<file path="src/rtl/ariane_core_wake_ctrl.sv">
// Purpose: sequences Ariane core reset release behind SRAM init + L1.5 wake, re-runs release on ndmreset.
// Latency: all outputs registered; gated interrupt/debug lines follow inputs by one cycle while running.
// Backpressure: none; wake pulses are latched so an early wake is never lost.
//
// Ports:
//   clk_i, rst_ni                  clock, synchronous active-low reset
//   wake_int_i                     one-cycle L1.5 wake-up interrupt pulse
//   ndmreset_req_i                 debug-module core reset request (level, acted on only in RUN)
//   irq_i, ipi_i, time_irq_i,
//   debug_req_i                    synchronized interrupt/debug lines from the tile
//   core_rst_no                    active-low core reset (0 = core held)
//   irq_o, ipi_o, time_irq_o,
//   debug_req_o                    gated copies, forced 0 unless the core is running
//   running_o, state_o             observability: RUN flag and encoded FSM state
module ariane_core_wake_ctrl #(
    parameter int unsigned InitCycles   = 32768,
    parameter bit          WaitForWake  = 1'b1,
    parameter int unsigned ReleaseDelay = 4,
    parameter int unsigned HoldCycles   = 16,
    parameter int unsigned CntWidth     = 16
) (
    input  logic       clk_i,
    input  logic       rst_ni,
    input  logic       wake_int_i,
    input  logic       ndmreset_req_i,
    input  logic [1:0] irq_i,
    input  logic       ipi_i,
    input  logic       time_irq_i,
    input  logic       debug_req_i,
    output logic       core_rst_no,
    output logic [1:0] irq_o,
    output logic       ipi_o,
    output logic       time_irq_o,
    output logic       debug_req_o,
    output logic       running_o,
    output logic [2:0] state_o
);

    localparam logic [2:0] ST_SRAM_INIT = 3'd0;
    localparam logic [2:0] ST_WAIT_WAKE = 3'd1;
    localparam logic [2:0] ST_RELEASE   = 3'd2;
    localparam logic [2:0] ST_RUN       = 3'd3;
    localparam logic [2:0] ST_HOLD      = 3'd4;

    // Terminal counts. InitCycles==0 behaves like a single pass-through cycle.
    localparam logic [CntWidth-1:0] InitLast =
        (InitCycles == 0) ? '0 : CntWidth'(InitCycles - 1);
    localparam logic [CntWidth-1:0] RelLast  = CntWidth'(ReleaseDelay - 1);
    localparam logic [CntWidth-1:0] HoldLast = CntWidth'(HoldCycles - 1);

    logic [2:0]          state_q, state_d;
    logic [CntWidth-1:0] cnt_q, cnt_d;
    logic                wake_seen_q, wake_seen_d;
    logic                core_rst_n_q, core_rst_n_d;
    logic                running_q, running_d;
    logic [1:0]          irq_q, irq_d;
    logic                ipi_q, ipi_d;
    logic                time_irq_q, time_irq_d;
    logic                debug_req_q, debug_req_d;

    always_comb begin
        state_d     = state_q;
        cnt_d       = cnt_q + 1'b1;
        // Sticky until reset, so a wake arriving during SRAM init or on an exit edge is kept.
        wake_seen_d = wake_seen_q | wake_int_i;

        case (state_q)
            ST_SRAM_INIT: begin
                if (cnt_q == InitLast) begin
                    state_d = ST_WAIT_WAKE;
                    cnt_d   = '0;
                end
            end
            ST_WAIT_WAKE: begin
                cnt_d = '0;
                if (wake_seen_q || wake_int_i || !WaitForWake) begin
                    state_d = ST_RELEASE;
                end
            end
            ST_RELEASE: begin
                if (cnt_q == RelLast) begin
                    state_d = ST_RUN;
                    cnt_d   = '0;
                end
            end
            ST_RUN: begin
                cnt_d = '0;
                if (ndmreset_req_i) begin
                    state_d = ST_HOLD;
                end
            end
            ST_HOLD: begin
                // Debug reset skips SRAM init and the wake gate entirely.
                if (cnt_q == HoldLast) begin
                    state_d = ST_RELEASE;
                    cnt_d   = '0;
                end
            end
            default: begin
                state_d = ST_SRAM_INIT;
                cnt_d   = '0;
            end
        endcase

        // Outputs are registered views of the next state, so they change on the transition edge.
        core_rst_n_d = (state_d == ST_RUN);
        running_d    = (state_d == ST_RUN);

        // Pass-through only while staying in RUN; the RUN entry edge and the ndmreset edge load 0.
        if ((state_q == ST_RUN) && (state_d == ST_RUN)) begin
            irq_d       = irq_i;
            ipi_d       = ipi_i;
            time_irq_d  = time_irq_i;
            debug_req_d = debug_req_i;
        end else begin
            irq_d       = '0;
            ipi_d       = 1'b0;
            time_irq_d  = 1'b0;
            debug_req_d = 1'b0;
        end
    end

    always_ff @(posedge clk_i) begin
        if (!rst_ni) begin
            state_q      <= ST_SRAM_INIT;
            cnt_q        <= '0;
            wake_seen_q  <= 1'b0;
            core_rst_n_q <= 1'b0;
            running_q    <= 1'b0;
            irq_q        <= '0;
            ipi_q        <= 1'b0;
            time_irq_q   <= 1'b0;
            debug_req_q  <= 1'b0;
        end else begin
            state_q      <= state_d;
            cnt_q        <= cnt_d;
            wake_seen_q  <= wake_seen_d;
            core_rst_n_q <= core_rst_n_d;
            running_q    <= running_d;
            irq_q        <= irq_d;
            ipi_q        <= ipi_d;
            time_irq_q   <= time_irq_d;
            debug_req_q  <= debug_req_d;
        end
    end

    assign core_rst_no = core_rst_n_q;
    assign running_o   = running_q;
    assign irq_o       = irq_q;
    assign ipi_o       = ipi_q;
    assign time_irq_o  = time_irq_q;
    assign debug_req_o = debug_req_q;
    assign state_o     = state_q;

endmodule

</file>
<file path="config.mk">
export PLATFORM = sky130hd
export DESIGN_NAME = ariane_core_wake_ctrl
export DESIGN_NICKNAME = d
export VERILOG_FILES = /design/src/rtl/ariane_core_wake_ctrl.sv
export SDC_FILE = /design/constraint.sdc
export NUM_CORES = 1
export LEC_CHECK = 0
export CAP_MARGIN = 20
export CORE_ASPECT_RATIO = 0.6
export CORE_MARGIN = 8
export CORE_UTILIZATION = 56
export CTS_CLUSTER_SIZE = 24
export DETAILED_ROUTE_END_ITERATION = 7
export PLACE_DENSITY = 0.82
export RECOVER_POWER = 50
export SYNTH_ARGS = -nofsm -noshare
export SYNTH_HDL_FRONTEND = slang
export SYNTH_SLANG_ARGS = --single-unit
</file>
<file path="constraint.sdc">
create_clock -name clk_i -period 3 [get_ports clk_i]
set_input_delay 0.45 -clock clk_i [delete_from_list [all_inputs] [get_ports clk_i]]
set_output_delay 0.45 -clock clk_i [all_outputs]
set_load 0.01 [all_outputs]
</file>
# After elaboration in Yosys (flattened, before gate mapping)
# Cells that the tools add are included.
[word_totals]
regBits = 26
out_inout_bits = 10
elab_cells = 32
[op_classes]
n_eq_ne = 8
reduce_logical = 4
addsub = 1
n_bitwise = 1
mux = 10
[ops]
columns = ["op", "n"]
rows = [
  ["2-to-1 mux 16 bit", 3],
  ["case mux 16 bit (3 select lines)", 1],
  ["adder 16 x 1 -> 16 bit (second input constant)", 1],
  ["== test 16 x 15 -> 1 bit (second input constant)", 1],
  ["== test 16 x 2 -> 1 bit (second input constant)", 1],
  ["== test 16 x 4 -> 1 bit (second input constant)", 1],
  ["2-to-1 mux 3 bit", 5],
  ["case mux 3 bit (5 select lines)", 1],
  ["== test 3 x 2 -> 1 bit (second input constant)", 3],
  ["== test 3 x 1 -> 1 bit (second input constant)", 1],
  ["== test 3 bit (second input constant)", 1],
  ["zero test 3 bit", 1],
  ["AND reduction 2 bit", 1],
  ["logical AND 1 bit", 1],
  ["logical OR 1 bit", 1],
  ["OR 1 bit", 1],
]

# Longest topological paths before layout
# Gate-level depths: netlist (run 1).
[logic_depth]
depth_word = 6
mapped_depth = 6

# Worst setup path before layout (run 1)
# Ideal clock, no wire load.
[synth_path]
path_kind = "flip-flop to flip-flop"
start = "register cnt_q[0]"
end = "register cnt_q[12]"
period_less_slack_ns = 1.763
stages_incl_launch_ff = 7
setup_ns = 0.120
arrival_ns = 1.643
path_buffers = 1
required_ns = 2.880
slack_ns = 1.237
cell_sequence = "dfxtp_1 ha_1 nor3b_1 and4_1 a2bb2oi_2 buf_4 a21oi_2"
[synth_between]
elab_chain_cells = 3
word_cells_on_any_way = 8
classes_between = "add/sub (1); eq/ne (3); mux (4)"
[synth_lines]
columns = ["element", "line_no", "text"]
rows = [
  ["start, declared", "52", "logic [CntWidth-1:0] cnt_q, cnt_d;"],
  ["start signal, assigned", "136", "cnt_q <= cnt_d;"],
  ["adder 16 x 1 -> 16 bit, or another cell as far along", "63", "cnt_d = cnt_q + 1'b1;"],
  ["2-to-1 mux 16 bit, on equally long branches", "94, 69, 81", ""],
  ["case mux 16 bit (3 select lines) (*)", "67", "case (state_q)"],
]
# Every way passes the cells marked *; elsewhere a longest branch is shown, timed or not.
# A chain may end at the register's enable or synchronous reset.

# Final worst setup path (run 1)
[layout_path]
start = "register cnt_q[3]"
end = "register cnt_q[14]"
# Same word-level chain as after synthesis.

==> flow_summary.ini, run 1 <==
[outcome]
status = completed

[clock_network]
cts_tree = built
htreeDepth = 1
clock-sinks = 26
cts_resized = 0
numCtsBuffers = 3
clkTransAtPathRegs_ns = 0.09
insertion_delay_ns = 0.27
post_cts_buffers = 0
clock_path_buffers = 2
ctsHoldBuffers = 0
cts-root-buf = clkbuf_8

[cells_and_area]
layout-drive-gt1-share_pct = 14.5
area_growth_pct = 16.9
regArea_sq_um = 520
stdcell_area_sq_um = 1480
stdcell_count = 175
fillers = 173
n_antenna_cell = 0
multi_input_area_sq_um = 684
mostFrequentLayoutCell = dfxtp_1
post-route-util_pct = 69.1
fin_nets = 157
final_cell_mix = dfxtp_1 (26), dlygate4sd3_1 (11), a21oi_2 (10), nand2_1 (10), xor2_1 (9)

[global_routing]
overflow = 0
grt.total_usage_pct = 15.7
grt_first_pass_wirelength_um = 5130
grt_pass1_vias = 1029
grt_max_degree = 15
antenna_found_initial = 0

[min_path]
hold_start = cnt_q[0]
hp-class = reg -> reg
min_path_cells = 1
holdPathEnd = cnt_q[0]

[critical_path]
reg2reg_to = cnt_q[14]
crit_required_ns = 3.10
critPathArrivalTime_ns = 2.50
reg2reg_slack_ns = 0.60
ff2ff_path_depth = 5
path_max_fanout = 9
end_kind = flip-flop
worstSetupPathType = reg -> reg
r2r_start = cnt_q[3]
start_kind = flip-flop

[synthesis]
synthAdderAreaFrac_pct = 0.986
synth_compound_area_share_pct = 19.3
synth_nets = 137
syn-cell-area_sq_um = 1270
synthMuxAreaShare_pct = 0.888
yosysUniqueCellTypes = 39
synth_flop_cell = dfxtp_1
synth_top_family_by_area = simple AND/OR/NAND/NOR gates
synthCells = 127
synth_xor_area_share_pct = 7.59
avgSynthCellArea_sq_um = 9.99
synth-simple-area-share_pct = 26.6
yosysWarnings = 0
synth_edf_count = 0
async_flop_share_pct = 0
seq_area_frac_synth_pct = 41.0
synth_seq_cells = 26

[routing]
viasPerCell = 5.82
routed_wl_um = 3010
drt_iter0_drc = 56
ant_nets = 0
drt_pre_antenna_iters = 4
wl_per_cell_um = 17.2
vias = 1018
drc = 0

[job]
cap_violations = 0

[placement]
gp_congestion = 0.791
dp_slack_ns = 0.576
placedInstanceArea_sq_um = 1460
io_buffers = 18
dp_hpwl_um = 2290
dp_cells = 172

[timing]
hold_ws_ns = 0.445
period_minus_slack_ns = 2.40
tns_ns = 0
finalSetupViolations = 0
slew_headroom_pct = 47.4
fin_ws_ns = 0.601
max_freq_mhz = 417
worst_pin_slew_ns = 0.788
rsz0062_at_grt = false
slew_viol_final = 0
period_share_pct = 80.0
hold_viol_final = 0
skew_ns = 0.00759

[floorplanning]
io_pins = 19
chipWidth_um = 77.5
die_y_um = 52.9
core-area_sq_um = 2150
die-area_sq_um = 4090
placementRows = 13
start_util_pct = 59.1

[pwr]
vdd_drop_max_mv = 0.284
p_per_area_nw_per_um2 = 393
total_leakage_power_nw = 0.507
power_mw = 0.582
==> Yosys cell counts, types with 3 or more instances <==
cell / count / share of area [%]
nand3_1: 8 / 3.2
and4_1: 3 / 2.1
nor3_1: 5 / 2.0
a21oi_2: 10 / 6.9
o21ai_0: 5 / 2.0
nand2_1: 10 / 3.0
nor4_1: 3 / 1.5
xor2_1: 9 / 6.2
dfxtp_1: 26 / 41
nand4_1: 5 / 2.5
or3_1: 3 / 1.5
a22oi_1: 3 / 1.8
==> cell type report <==
cell class              count  area share, %
flip-flops and latches     26           35.1
repair buffers             20           13.2
clock buffers               3           2.78
inverters                   1          0.253
multi-input cells          95           46.2
well taps                  30           2.53
==> cells by family (layout without fill, tap and decap cells) <==
logic type / Yosys count / count (layout)
AO/OA/AOI/OAI: 28 / 28
XOR/XNOR: 11 / 11
adder cells (fa/ha/maj): 1 / 1
buffers and inverters: 6 / 24
flip-flops: 26 / 26
multiplexers: 1 / 1
AND/OR/NAND/NOR: 54 / 54
==> worst max path at each step <==
stage	cells after the start	end	slack, ns	startpoint
after global routing	5	cnt_q[14]	0.43	cnt_q[3]
after detailed placement	6	cnt_q[9]	0.58	rst_ni
after floorplan	6	cnt_q[12]	1.24	cnt_q[0]
after CTS	6	cnt_q[9]	0.66	cnt_q[0]
final	5	cnt_q[14]	0.60	cnt_q[3]
after global placement	6	cnt_q[9]	0.66	rst_ni
==> power by group <==
group	switching (mW)	total, mW	internal [mW]
clock	0.102	0.192	0.0899
combinational	0.0172	0.0367	0.0195
sequential	0.00417	0.354	0.349
==> registers in the layout, summed over array words and instances (netlist names) <==
signal / cells
cnt_q: 16
debug_req_o: 1
ipi_o: 1
irq_o: 2
running_o: 1
state_o: 3
time_irq_o: 1
wake_seen_q: 1
==> metal layers <==
metal / global-route usage (%) / vias to the layer above / wire length [um]
li1: - / 508 / -
met1: 19.6 / 492 / 1400
met2: 26.8 / 16 / 1470
met3: 3.04 / 2 / 103
met4: 5.59 / 0 / 30
met5: 0 / - / 0
==> critical path, stage by stage (launching register included) <==
cell,delay (ns)
dfxtp_1,0.45
and4_1,0.39
nand4_1,0.35
o311ai_4,0.64
buf_4,0.29
a22oi_1,0.10
No activity file was read; power rests on OpenSTA's default activity.
==> run 2: changes to the inputs <==
--- a/config.mk
+++ b/config.mk
@@ -8,10 +8,10 @@
 export CAP_MARGIN = 20
 export CORE_ASPECT_RATIO = 0.6
 export CORE_MARGIN = 8
-export CORE_UTILIZATION = 56
+export CORE_UTILIZATION = 47
 export CTS_CLUSTER_SIZE = 24
 export DETAILED_ROUTE_END_ITERATION = 7
-export PLACE_DENSITY = 0.82
+export PLACE_DENSITY = 0.74
 export RECOVER_POWER = 50
 export SYNTH_ARGS = -nofsm -noshare
 export SYNTH_HDL_FRONTEND = slang
==> constraint.sdc (replaced) <==
create_clock -name clk_i -period 2.2 [get_ports clk_i]
set_input_delay 0.33 -clock clk_i [delete_from_list [all_inputs] [get_ports clk_i]]
set_output_delay 0.33 -clock clk_i [all_outputs]
set_load 0.01 [all_outputs]
==> run 2 against run 1 <==
Effect of this change:
- non-clock buffer count up 3
- clock skew down 0.0052 ns
- sequential cell count unchanged
- cell area up 4.7%
- wire length down 11%
- fmax up 23%
- clock power up 110%
- via count down 1.2%
- first-iteration DRC count up 120%
- cell count up 3.4%
- global-route usage down 3.9 points
- highest routed layer unchanged
==> flow_summary.ini, run 2 (synthesis gave the netlist of run 1 again) <==
[cells_and_area]
area_growth_pct = 22.4
top_register = cnt_q
fin_nets = 160
layout-drive-gt1-share_pct = 17.4
n_antenna_cell = 0
final_cell_mix = dfxtp_1 (26), dlygate4sd3_1 (11), a21oi_2 (10), nand2_1 (10), xor2_1 (9)
fillers = 214
largest_reg_flops = 16
stdcell_area_sq_um = 1550
mostFrequentLayoutCell = dfxtp_1

[clock_network]
clock_path_buffers = 2
cts-root-buf = clkbuf_8
insertion_delay_ns = 0.27
clock-sinks = 26
htreeDepth = 1
cts_resized = 0
cts_tree = built
post_cts_buffers = 0
clkTransAtPathRegs_ns = 0.09
numCtsBuffers = 3
ctsHoldBuffers = 0

[floorplanning]
core-area_sq_um = 2540
placementRows = 14
die-area_sq_um = 4670
start_util_pct = 50.0
io_pins = 19
die_y_um = 56.2
chipWidth_um = 83.1

[job]
cap_violations = 0

[critical_path]
crit_required_ns = 2.34
crit_start = cnt_q[6]
reg2reg_slack_ns = 0.25
slowest_delay_ns = 0.44
cpMaxStageDelayCell = clkbuf_2
critPathArrivalTime_ns = 2.09
r2r_start = cnt_q[6]
worstSetupPathType = reg -> reg
reg2reg_to = cnt_q[14]
crit_end = cnt_q[14]
ff2ff_path_depth = 5
path_max_fanout = 16
end_kind = flip-flop
path_cells = and4_1 -> nand4_4 -> o311ai_4 -> clkbuf_2 -> a22oi_1
start_kind = flip-flop

[timing]
skew_ns = 0.00236
tns_ns = 0
slew_viol_final = 0
max_freq_mhz = 514
slew_headroom_pct = 69.3
rsz0062_at_grt = false
period_share_pct = 88.4
worst_pin_slew_ns = 0.461
finalSetupViolations = 0
period_minus_slack_ns = 1.95
hold_viol_final = 0

[placement]
placedInstanceArea_sq_um = 1490
gp_congestion = 0.782
io_buffers = 18
dp_hpwl_um = 2030

[global_routing]
grt_pass1_vias = 913
antenna_found_initial = 0
grt.total_usage_pct = 11.8
overflow = 0
grt_first_pass_wirelength_um = 4600
grt_max_degree = 17

[pwr]
power_mw = 0.926
vdd_drop_max_mv = 0.334
p_per_area_nw_per_um2 = 597
total_leakage_power_nw = 0.554

[routing]
drc = 0
ant_nets = 0
drt_iter0_drc = 123
drt_pre_antenna_iters = 4
wl_per_cell_um = 14.8
routed_wl_um = 2680
viasPerCell = 5.56
vias = 1006

[min_path]
hp-class = reg -> reg

[outcome]
status = completed
==> run 2: worst min-delay path by stage <==
| stage | from | to | slack, ns | depth (start not counted) |
|---|---|---|---|---|
| 4_1_cts | cnt_q[0] | cnt_q[0] | 0.45 | 1 |
| 3_3_place_gp | cnt_q[0] | cnt_q[0] | 0.42 | 1 |
| 6_report | cnt_q[0] | cnt_q[0] | 0.45 | 1 |
| 5_1_grt | cnt_q[0] | cnt_q[0] | 0.48 | 1 |
| 3_5_place_dp | cnt_q[0] | cnt_q[0] | 0.44 | 1 |
| 2_1_floorplan | cnt_q[0] | cnt_q[0] | 0.42 | 1 |
==> run 2: layer usage <==
layer | wire [um] | up-vias | global-route usage, %
met5 | 0 | - | 0
met4 | 44 | 0 | 5.72
met3 | 109 | 5 | 3.65
met2 | 1140 | 17 | 16.3
met1 | 1380 | 468 | 15.9
li1 | - | 516 | -
==> run 2: per-stage QoR <==
stage / setup WS [ns] / cells / util (%) / hold WS [ns]
6_report: 0.254 / 181 / 61.1 / 0.451
5_1_grt: 0.127 / 181 / 61.1 / 0.484
4_1_cts: 0.315 / 181 / 61.3 / 0.454
3_5_place_dp: 0.220 / 177 / 58.5 / 0.440
3_3_place_gp: 0.295 / 177 / 58.5 / 0.425
2_1_floorplan: 0.437 / 127 / - / 0.418
==> run 2: final cells by class <==
type / count / area, sq um / area share, %
Timing Repair Buffer: 23 / 215 / 13.9
Clock buffer: 3 / 41.3 / 2.66
Inverter: 1 / 3.75 / 0.242
Multi-Input combinational cell: 95 / 702 / 45.2
Clock inverter: 1 / 30.0 / 1.93
Tap cell: 32 / 40.0 / 2.58
Sequential cell: 26 / 520 / 33.5
==> run 2: critical path, delay by kind of cell (launching register included) <==
| kind | cells | cell delay (ns) |
|---|---|---|
| simple gates | 2 | 0.51 |
| flops | 1 | 0.43 |
| compound gates | 2 | 0.44 |
| buf+inv | 1 | 0.44 |
==> run 2: where the power goes <==
part,internal (mW),total [mW],switching (mW)
registers,0.476,0.482,0.00565
logic,0.0264,0.0499,0.0235
clock network,0.244,0.394,0.151
